<file path="config.mk">
export PLATFORM = sky130hd
export DESIGN_NAME = au_ctrl
export DESIGN_NICKNAME = d
export VERILOG_FILES = /design/src/rtl/au_pkg.sv /design/src/rtl/au_ctrl.sv
export SDC_FILE = /design/constraint.sdc
export NUM_CORES = 1
export LEC_CHECK = 0
export BUFFER_PORTS_ARGS = -buffer_cell sky130_fd_sc_hd__buf_2
export CAP_MARGIN = 20
export CORE_AREA = 5 5 59 88
export DETAILED_ROUTE_END_ITERATION = 6
export DIE_AREA = 0 0 64 93
export HOLD_SLACK_MARGIN = 0.1
export PLACE_DENSITY = 0.81
export SLEW_MARGIN = 20
export SYNTH_ARGS = -nofsm -noshare
export SYNTH_HDL_FRONTEND = slang
export SYNTH_SLANG_ARGS = --single-unit
</file>
<file path="constraint.sdc">
create_clock -name clk -period 2.8 [get_ports clk]
set_input_delay 0.42 -clock clk [delete_from_list [all_inputs] [get_ports clk]]
set_output_delay 0.42 -clock clk [all_outputs]
set_load 0.005 [all_outputs]
</file>
<file path="src/rtl/au_pkg.sv">
// au_pkg: op codes, status codes, flag bit indices and FSM states shared by au_ctrl.
package au_pkg;
    typedef enum logic [1:0] {OP_ADD = 2'b00, OP_SUB = 2'b01, OP_MUL = 2'b10, OP_DIV = 2'b11} op_e;
    typedef enum logic [1:0] {ST_OK = 2'b00, ST_DBZ = 2'b01, ST_TMO = 2'b10} status_e;
    typedef enum logic [1:0] {S_IDLE, S_WAIT, S_RESP} state_e;
    localparam int F_C   = 0;
    localparam int F_Z   = 1;
    localparam int F_NEG = 2;
    localparam int F_OF  = 3;
endpackage

</file>
<file path="src/rtl/au_ctrl.sv">
// au_ctrl: one-command-at-a-time controller sequencing an arithmetic unit.
// Accepts a command, drives one AU start level, captures result/flags or aborts on timeout.
module au_ctrl
    import au_pkg::*;
#(
    parameter int TIMEOUT = 64
) (
    input  logic        clk,
    input  logic        rst_n,
    input  logic        cmd_valid,
    output logic        cmd_ready,
    input  logic [1:0]  cmd_op,
    input  logic [7:0]  cmd_a,
    input  logic [7:0]  cmd_b,
    output logic        rsp_valid,
    input  logic        rsp_ready,
    output logic [15:0] rsp_result,
    output logic [3:0]  rsp_flags,
    output logic [1:0]  rsp_op,
    output logic [1:0]  rsp_status,
    output logic [7:0]  rsp_cycles,
    output logic [7:0]  au_a,
    output logic [7:0]  au_b,
    output logic        au_startadd,
    output logic        au_startsub,
    output logic        au_startmultiplier,
    output logic        au_startdiv,
    input  logic [15:0] au_result,
    input  logic        au_overflow,
    input  logic        au_negative,
    input  logic        au_zero,
    input  logic        au_carry_out,
    input  logic        au_done
);
    localparam logic [7:0] TMO = 8'(TIMEOUT);

    state_e      r_state, w_state_nxt;
    op_e         r_op;
    status_e     r_status;
    logic [7:0]  r_a, r_b, r_cnt, w_cnt_inc;
    logic [15:0] r_result;
    logic [3:0]  r_flags, w_flags;
    logic        w_accept, w_dbz, w_done, w_tmo;

    assign w_accept  = cmd_valid && rst_n && r_state == S_IDLE;
    assign w_dbz     = op_e'(cmd_op) == OP_DIV && cmd_b == 8'd0;
    assign w_cnt_inc = (r_cnt == 8'hFF) ? r_cnt : r_cnt + 8'd1;
    // r_cnt is zero only in the first WAIT cycle, where a stale done may appear
    assign w_done    = au_done && r_cnt != 8'd0;
    assign w_tmo     = w_cnt_inc >= TMO;

    always_comb begin
        w_flags = '0;
        if (r_op == OP_ADD || r_op == OP_SUB) begin
            w_flags[F_OF]  = au_overflow;
            w_flags[F_NEG] = au_negative;
            w_flags[F_Z]   = au_zero;
            w_flags[F_C]   = au_carry_out;
        end else begin
            w_flags[F_NEG] = au_result[15];
            w_flags[F_Z]   = au_result == 16'd0;
        end
    end

    always_comb begin
        w_state_nxt        = r_state;
        cmd_ready          = 1'b0;
        rsp_valid          = 1'b0;
        au_startadd        = 1'b0;
        au_startsub        = 1'b0;
        au_startmultiplier = 1'b0;
        au_startdiv        = 1'b0;
        case (r_state)
            S_IDLE: begin
                cmd_ready = rst_n;
                if (w_accept) w_state_nxt = w_dbz ? S_RESP : S_WAIT;
            end
            S_WAIT: begin
                au_startadd        = r_op == OP_ADD;
                au_startsub        = r_op == OP_SUB;
                au_startmultiplier = r_op == OP_MUL;
                au_startdiv        = r_op == OP_DIV;
                if (w_done || w_tmo) w_state_nxt = S_RESP;
            end
            S_RESP: begin
                rsp_valid = 1'b1;
                if (rsp_ready) w_state_nxt = S_IDLE;
            end
            default: w_state_nxt = S_IDLE;
        endcase
    end

    always_ff @(posedge clk) begin
        if (!rst_n) begin
            r_state  <= S_IDLE;
            r_op     <= OP_ADD;
            r_status <= ST_OK;
            r_a      <= '0;
            r_b      <= '0;
            r_cnt    <= '0;
            r_result <= '0;
            r_flags  <= '0;
        end else begin
            r_state <= w_state_nxt;
            if (w_accept) begin
                r_op     <= op_e'(cmd_op);
                r_a      <= cmd_a;
                r_b      <= cmd_b;
                r_cnt    <= '0;
                r_result <= '0;
                r_flags  <= '0;
                r_status <= w_dbz ? ST_DBZ : ST_OK;
            end
            // one counter serves as timeout timer and reported cycle count
            if (r_state == S_WAIT) begin
                r_cnt <= w_cnt_inc;
                if (w_done) begin
                    r_result <= au_result;
                    r_flags  <= w_flags;
                    r_status <= ST_OK;
                end else if (w_tmo) begin
                    r_status <= ST_TMO;
                end
            end
        end
    end

    assign au_a       = r_a;
    assign au_b       = r_b;
    assign rsp_result = r_result;
    assign rsp_flags  = r_flags;
    assign rsp_op     = r_op;
    assign rsp_status = r_status;
    assign rsp_cycles = r_cnt;
endmodule

</file>
==> flow_metrics.env, run 1 <==
export IMPL_critical_path_required_ns=3.02
export IMPL_dieArea_mm2=0.005952
export IMPL_cts_tree="built"
export IMPL_clkSinkCount=50
export IMPL_route_detailed_drc=0
export IMPL_synth_async_reset_ratio_pct=0
export IMPL_met2WireLength_um=2642
export IMPL_max_freq_mhz=500.3
export IMPL_cts_resized=0
export IMPL_ant_nets=0
export IMPL_worstPathCellList="ha_1, and4_1, a41o_1, or4_1, a21oi_1"
export IMPL_wl_met1_um=2164
export IMPL_slew_headroom_pct=53.11
export IMPL_vias_per_cell=5.530
export IMPL_status="finished, final reports clean"
export IMPL_p_per_area_mw_per_mm2=519.9
export IMPL_worst_pin_slew_ns=0.7026
export IMPL_syn_area_mm2=0.002047
export IMPL_row_count=30
export IMPL_reg2reg_slack_ns=0.80
export IMPL_grt_usage_pct=18.34
export IMPL_post_place_ws_ns=0.8520
export IMPL_crit_start="rsp_cycles[0]"
export IMPL_drive_above_1_share_pct=35.99
export IMPL_nets=358
export IMPL_netlist_instances=224
export IMPL_first_iter_violations=132
export IMPL_ioPinCount=97
export IMPL_rsz0062_at_grt="no"
export IMPL_slowest_stage="or4_1"
export IMPL_total_power_mw=1.349
export IMPL_crit_type="reg2reg"
export IMPL_synth_fp_nets=269
export IMPL_worstReg2RegStart="rsp_cycles[0]"
export IMPL_min_from="cmd_a[0]"
export IMPL_start_kind="register"
export IMPL_clk_pin_slew_ns=0.10
export IMPL_start_util_pct=46.61
export IMPL_fin_setup_tns_ns=0
export IMPL_synth_edff_count=0
export IMPL_dp_hpwl_um=4146
export IMPL_ys_ff_latch=50
export IMPL_finalHoldViolCount=0
export IMPL_crit_arrival_ns=2.22
export IMPL_grt_first_pass_wirelength_um=8700
export IMPL_fin_cells=362
export IMPL_yosys_warnings=0
export IMPL_slew_viol_final=0
export IMPL_leakage_nw=1.289
export IMPL_cts_buffers=5
export IMPL_antenna_cells=0
export IMPL_via_count=2002
export IMPL_end_kind="register"
export IMPL_yosys_top_cells_count="50 x dfxtp_1, 44 x nand2_1, 21 x nand3_1, 19 x a22o_1, 8 x nor2_1"
export IMPL_dieWidth_um=64
export IMPL_fin_ws_ns=0.8012
export IMPL_synth_most_common_cell="dfxtp_1"
export IMPL_drt_pass1_iter_count=4
export IMPL_peakVddDrop_uv=482.6
export IMPL_fin_skew_ns=0.01228
export IMPL_dp_cells=354
export IMPL_synth_area_leader_cell="dfxtp_1"
export IMPL_portBuffers=96
export IMPL_postCtsSetupRepairBufs=0
export IMPL_place_gp_congestion=0.8738
export IMPL_cp_max_fo=10
export IMPL_routed_wl_um=5443
export IMPL_grt_pass1_vias=1898
export IMPL_netlist_area_leader_share_pct=48.90
export IMPL_worstSkewPairLatency_ns=0.31
export IMPL_syn2layout_area_growth_pct=26.77
export IMPL_worst_path_largest_cell_delay_ns=0.44
export IMPL_cts_buffer_depth=2
export IMPL_post_drt_wl_per_cell_um=15.04
export IMPL_synthFlopType="dfxtp_1"
export IMPL_grt_max_degree=28
export IMPL_coreArea_mm2=0.004392
export IMPL_highest_layer="met4"
export IMPL_die_h_um=93
export IMPL_cap_violations=0
export IMPL_period_share_pct=71.39
export IMPL_post_route_min_period_ns=1.999
export IMPL_synth_area_leaders="dfxtp_1 49%, a22o_1 8.1%, nand2_1 8.1%"
export IMPL_cts_hold_buffers=0
export IMPL_hold_class="in2reg"
export IMPL_synth_seq_area_share_pct=48.90
export IMPL_overflow=0
export IMPL_dr_wl_met3_um=525
export IMPL_finalSetupViolCount=0
export IMPL_grt_antenna_before_repair=0
export IMPL_cts_root_buf="clkbuf_8"
export IMPL_synth_cell_types=50
export IMPL_cts_htree_levels=2
export IMPL_synth_area_per_cell_um2=9.138
## where the power goes
| part | internal, mW | switching [mW] | leakage (nW) |
|---|---|---|---|
| registers | 0.741 | 0.0238 | 0.407 |
| clock network | 0.177 | 0.237 | 0.0452 |
| logic | 0.0753 | 0.0954 | 0.837 |
| total | 0.993 | 0.356 | 1.29 |
## critical path, delay by kind of cell, from the launching register on
family | cells | cell delay [ns]
AOI/OAI and AO/OA | 2 | 0.57
DFF | 1 | 0.38
adders and majority gates | 1 | 0.26
and+or+nand+nor | 2 | 0.72
## state kept, by name, indices dropped and copies added (netlist names)
| signal | flops |
|---|---|
| au_a | 8 |
| rsp_op | 2 |
| rsp_result | 16 |
| rsp_cycles | 8 |
| rsp_status | 2 |
| au_b | 8 |
| rsp_flags | 4 |
| r_state | 2 |
## layout by cell type, fill, tap and decap left out, types with 2 or more instances in the layout
master	instances
a21oi_1	3
a22o_1	19
a31oi_1	3
and3_1	3
buf_2	96
buf_4	2
clkbuf_8	5
dfxtp_1	50
ha_1	2
inv_1	4
nand2_1	44
nand3_1	21
nand4_1	3
nor2_1	8
nor2b_1	3
nor3_1	7
nor4_1	5
o2111ai_1	2
o41ai_1	2
## per-stage QoR
step	hold slack [ns]	utilization, %	instance area, um^2
floorplan	0.4503	-	2047
global placement	0.4393	57.12	2509
detailed placement	0.4453	57.12	2509
CTS	0.2794	59.09	2595
global route	0.2779	59.09	2595
finish	0.2859	59.09	2595
## layout make-up
type	instances	area, um^2
tap	48	60.06
timing repair buffer	98	495.5
sequential	50	1001
clock buffer	6	72.57
multi-input combinational	153	933.4
inverter	5	18.77
clock inverter	2	13.76
fill	403	1797
## final timing paths
path                                       to  depth (start not counted)
worst max-delay path            rsp_cycles[5]                          5
worst min-delay path                  au_a[0]                          3
worst max register to register  rsp_cycles[5]                          5
worst min register to register        au_a[5]                          2
## kinds of logic after synthesis
family          share of synthesized area [%]
fa+ha+maj                               1.222
flops                                   48.90
simple gates                            25.67
compound gates                          17.67
buf+inv                                 5.500
mux                                     1.039
## routing by layer
metal / global-route usage (%) / up-vias
li1: - / 996
met1: 20.69 / 906
met2: 30.54 / 93
met3: 6.250 / 7
met4: 8.492 / 0
met5: 0 / -
Note: power is estimated with default switching activity, not from simulation.
==> run 2, diff against run 1 <==
ABC_AREA = 1   (was not set)
CORE_AREA = 5 5 63 94   (was 5 5 59 88)
DIE_AREA = 0 0 68 99   (was 0 0 64 93)
PLACE_DENSITY = 0.77   (was 0.81)
clock period = 1.96 ns   (was 2.8 ns; I/O delays follow)
==> run 2 against run 1 <==
Compared with the run above:
- final area is 11% higher
- highest routed layer unchanged
- worst setup slack worse by 0.48 ns
- critical path type unchanged
- clock-buffer cell count stayed put
==> flow_metrics.env, run 2 <==
export IMPL_synthFlopType="dfxtp_1"
export IMPL_cts_htree_levels=2
export IMPL_final_common_cell="buf_2"
export IMPL_worstSkewPairLatency_ns=0.30
export IMPL_end_kind="register"
export IMPL_clk_pin_slew_ns=0.09
export IMPL_p_per_area_mw_per_mm2=678.7
export IMPL_dpl_cell_area_mm2=0.002788
export IMPL_drt_pass1_iter_count=4
export IMPL_layout_common_cells="96 x buf_2, 80 x nand2_1, 50 x dfxtp_1"
export IMPL_yosys_warnings=0
export IMPL_cp_common_cell="nor2_4"
export IMPL_first_iter_violations=148
export IMPL_largest_reg_flops=16
export IMPL_vias_per_cell=4.841
export IMPL_cp_num_cells=9
export IMPL_synth_area_leaders="dfxtp_1 44%, nand2_1 13%, o21ai_0 7.3%"
export IMPL_route_detailed_drc=0
export IMPL_ant_nets=0
export IMPL_synth_seq_area_share_pct=44.15
export IMPL_routed_wl_um=5627
export IMPL_hold_class="in2reg"
export IMPL_grt_max_degree=26
export IMPL_rsz0062_at_grt="no"
export IMPL_peakVddDrop_uv=483.3
export IMPL_cap_violations=0
export IMPL_dieArea_mm2=0.006732
export IMPL_place_gp_congestion=0.8770
export IMPL_finalHoldViolCount=0
export IMPL_postCtsSetupRepairBufs=0
export IMPL_fin_setup_tns_ns=0
export IMPL_total_power_mw=1.960
export IMPL_via_count=2285
export IMPL_status="finished, final reports clean"
export IMPL_rr_worst_depth=9
export IMPL_ioPinCount=97
export IMPL_grt_usage_pct=17.48
export IMPL_finalSetupViolCount=0
export IMPL_path_buf_inv=2
export IMPL_synth_area_leader_cell="dfxtp_1"
export IMPL_portBuffers=96
export IMPL_worst_path_largest_cell_delay_ns=0.42
export IMPL_overflow=0
export IMPL_synth_fp_nets=352
export IMPL_post_route_min_period_ns=1.639
export IMPL_post_place_ws_ns=0.3454
export IMPL_grt_pass1_vias=2259
export IMPL_cts_buffers=5
export IMPL_synth_most_common_cell="nand2_1"
export IMPL_antenna_cells=0
export IMPL_clkSinkCount=50
export IMPL_cts_buffer_depth=2
export IMPL_crit_arrival_ns=1.86
export IMPL_drive_above_1_share_pct=32.92
export IMPL_cts_resized=0
export IMPL_worstPathCellList="inv_1, ha_1, nand2_1, nor2_2, nor2_4, nand2_4, nor2_4, inv_2, o21ai_0"
export IMPL_hold_depth=3
export IMPL_nets=448
export IMPL_leakage_nw=1.456
export IMPL_die_h_um=99
export IMPL_period_share_pct=83.60
export IMPL_grt_first_pass_wirelength_um=9397
export IMPL_stdcell_area_mm2=0.002888
export IMPL_worst_pin_slew_ns=0.7128
export IMPL_synth_edff_count=0
export IMPL_netlist_area_leader_share_pct=44.15
export IMPL_ys_ff_latch=50
export IMPL_synth_cell_types=26
export IMPL_slew_headroom_pct=52.43
export IMPL_slowest_stage="dfxtp_1"
export IMPL_max_freq_mhz=610.3
export IMPL_start_kind="register"
export IMPL_dieWidth_um=68
export IMPL_fin_ws_ns=0.3214
export IMPL_synth_area_per_cell_um2=7.385
export IMPL_critical_path_required_ns=2.18
export IMPL_start_util_pct=45.30
export IMPL_slew_viol_final=0
export IMPL_coreArea_mm2=0.005005
export IMPL_dp_hpwl_um=4493
export IMPL_cp_max_fo=13
export IMPL_syn2layout_area_growth_pct=27.37
export IMPL_yosys_top_cells_count="80 x nand2_1, 50 x dfxtp_1, 33 x o21ai_0, 29 x inv_1, 25 x nand3_1"
export IMPL_netlist_instances=307
export IMPL_row_count=32
export IMPL_syn_area_mm2=0.002267
export IMPL_fin_skew_ns=0.005468
export IMPL_post_drt_wl_per_cell_um=11.92
export IMPL_cts_hold_buffers=0
export IMPL_synth_async_reset_ratio_pct=0
export IMPL_cts_tree="built"
export IMPL_cp_top_family="simple AND/OR/NAND/NOR gates"
export IMPL_crit_type="reg2reg"
export IMPL_grt_antenna_before_repair=0
export IMPL_cts_root_buf="clkbuf_8"
## run 2: final timing paths
check                              startpoint       endpoint  slack, ns
worst max-delay path            rsp_cycles[0]  rsp_result[7]       0.32
worst min-delay path                 cmd_a[5]        au_a[5]       0.19
worst max register to register  rsp_cycles[0]  rsp_result[7]       0.32
worst min register to register        au_b[0]        au_b[0]       0.47
## run 2: layout make-up
class / count / area (um^2)
fill: 504 / 2117
multi-input combinational: 212 / 1060
sequential: 50 / 1001
timing repair buffer: 101 / 518.0
inverter: 33 / 123.9
tap: 68 / 85.08
clock buffer: 6 / 82.58
clock inverter: 2 / 17.52
## run 2: cells by family (layout without fill, tap and decap cells)
family,count (synthesis),after routing,synth area share (%)
adders and majority gates,2,2,1.104
buffers and inverters,45,142,9.105
DFF,50,50,44.15
and+or+nand+nor,147,147,29.19
AOI/OAI and AO/OA,59,59,14.90
xor gates and xnor gates,4,4,1.546
## run 2: where the power goes
| group | total (mW) | internal, mW | switching [mW] |
|---|---|---|---|
| combinational | 0.254 | 0.105 | 0.149 |
| clock | 0.628 | 0.291 | 0.337 |
| sequential | 1.08 | 1.05 | 0.0235 |
| total | 1.96 | 1.45 | 0.510 |
## run 2: metrics by stage
| stage | cells | hold WS [ns] | util, % |
|---|---|---|---|
| 2_1_floorplan | 307 | 0.4067 | - |
| 3_3_place_gp | 464 | 0.4526 | 55.70 |
| 3_5_place_dp | 464 | 0.4603 | 55.70 |
| 4_1_cts | 472 | 0.1824 | 57.70 |
| 5_1_grt | 472 | 0.1905 | 57.70 |
| 6_report | 472 | 0.1933 | 57.70 |
## run 2: worst reg2reg max path: stages (launching register included)
cell and delay (ns):
dfxtp_1 0.42, inv_1 0.08, ha_1 0.20, nand2_1 0.07, nor2_2 0.05, nor2_4 0.14
nand2_4 0.10, nor2_4 0.15, inv_2 0.16, o21ai_0 0.19
## run 2: metal layers
layer | vias to the layer above | wire length, um | share of wire [%] | global-route usage, %
met2 | 86 | 2690 | 48 | 28.68
met1 | 1008 | 2307 | 41 | 20.94
li1 | 1176 | - | - | -
met5 | - | 0 | 0 | 0
met4 | 0 | 157 | 2.8 | 7.198
met3 | 15 | 472 | 8.4 | 4.789
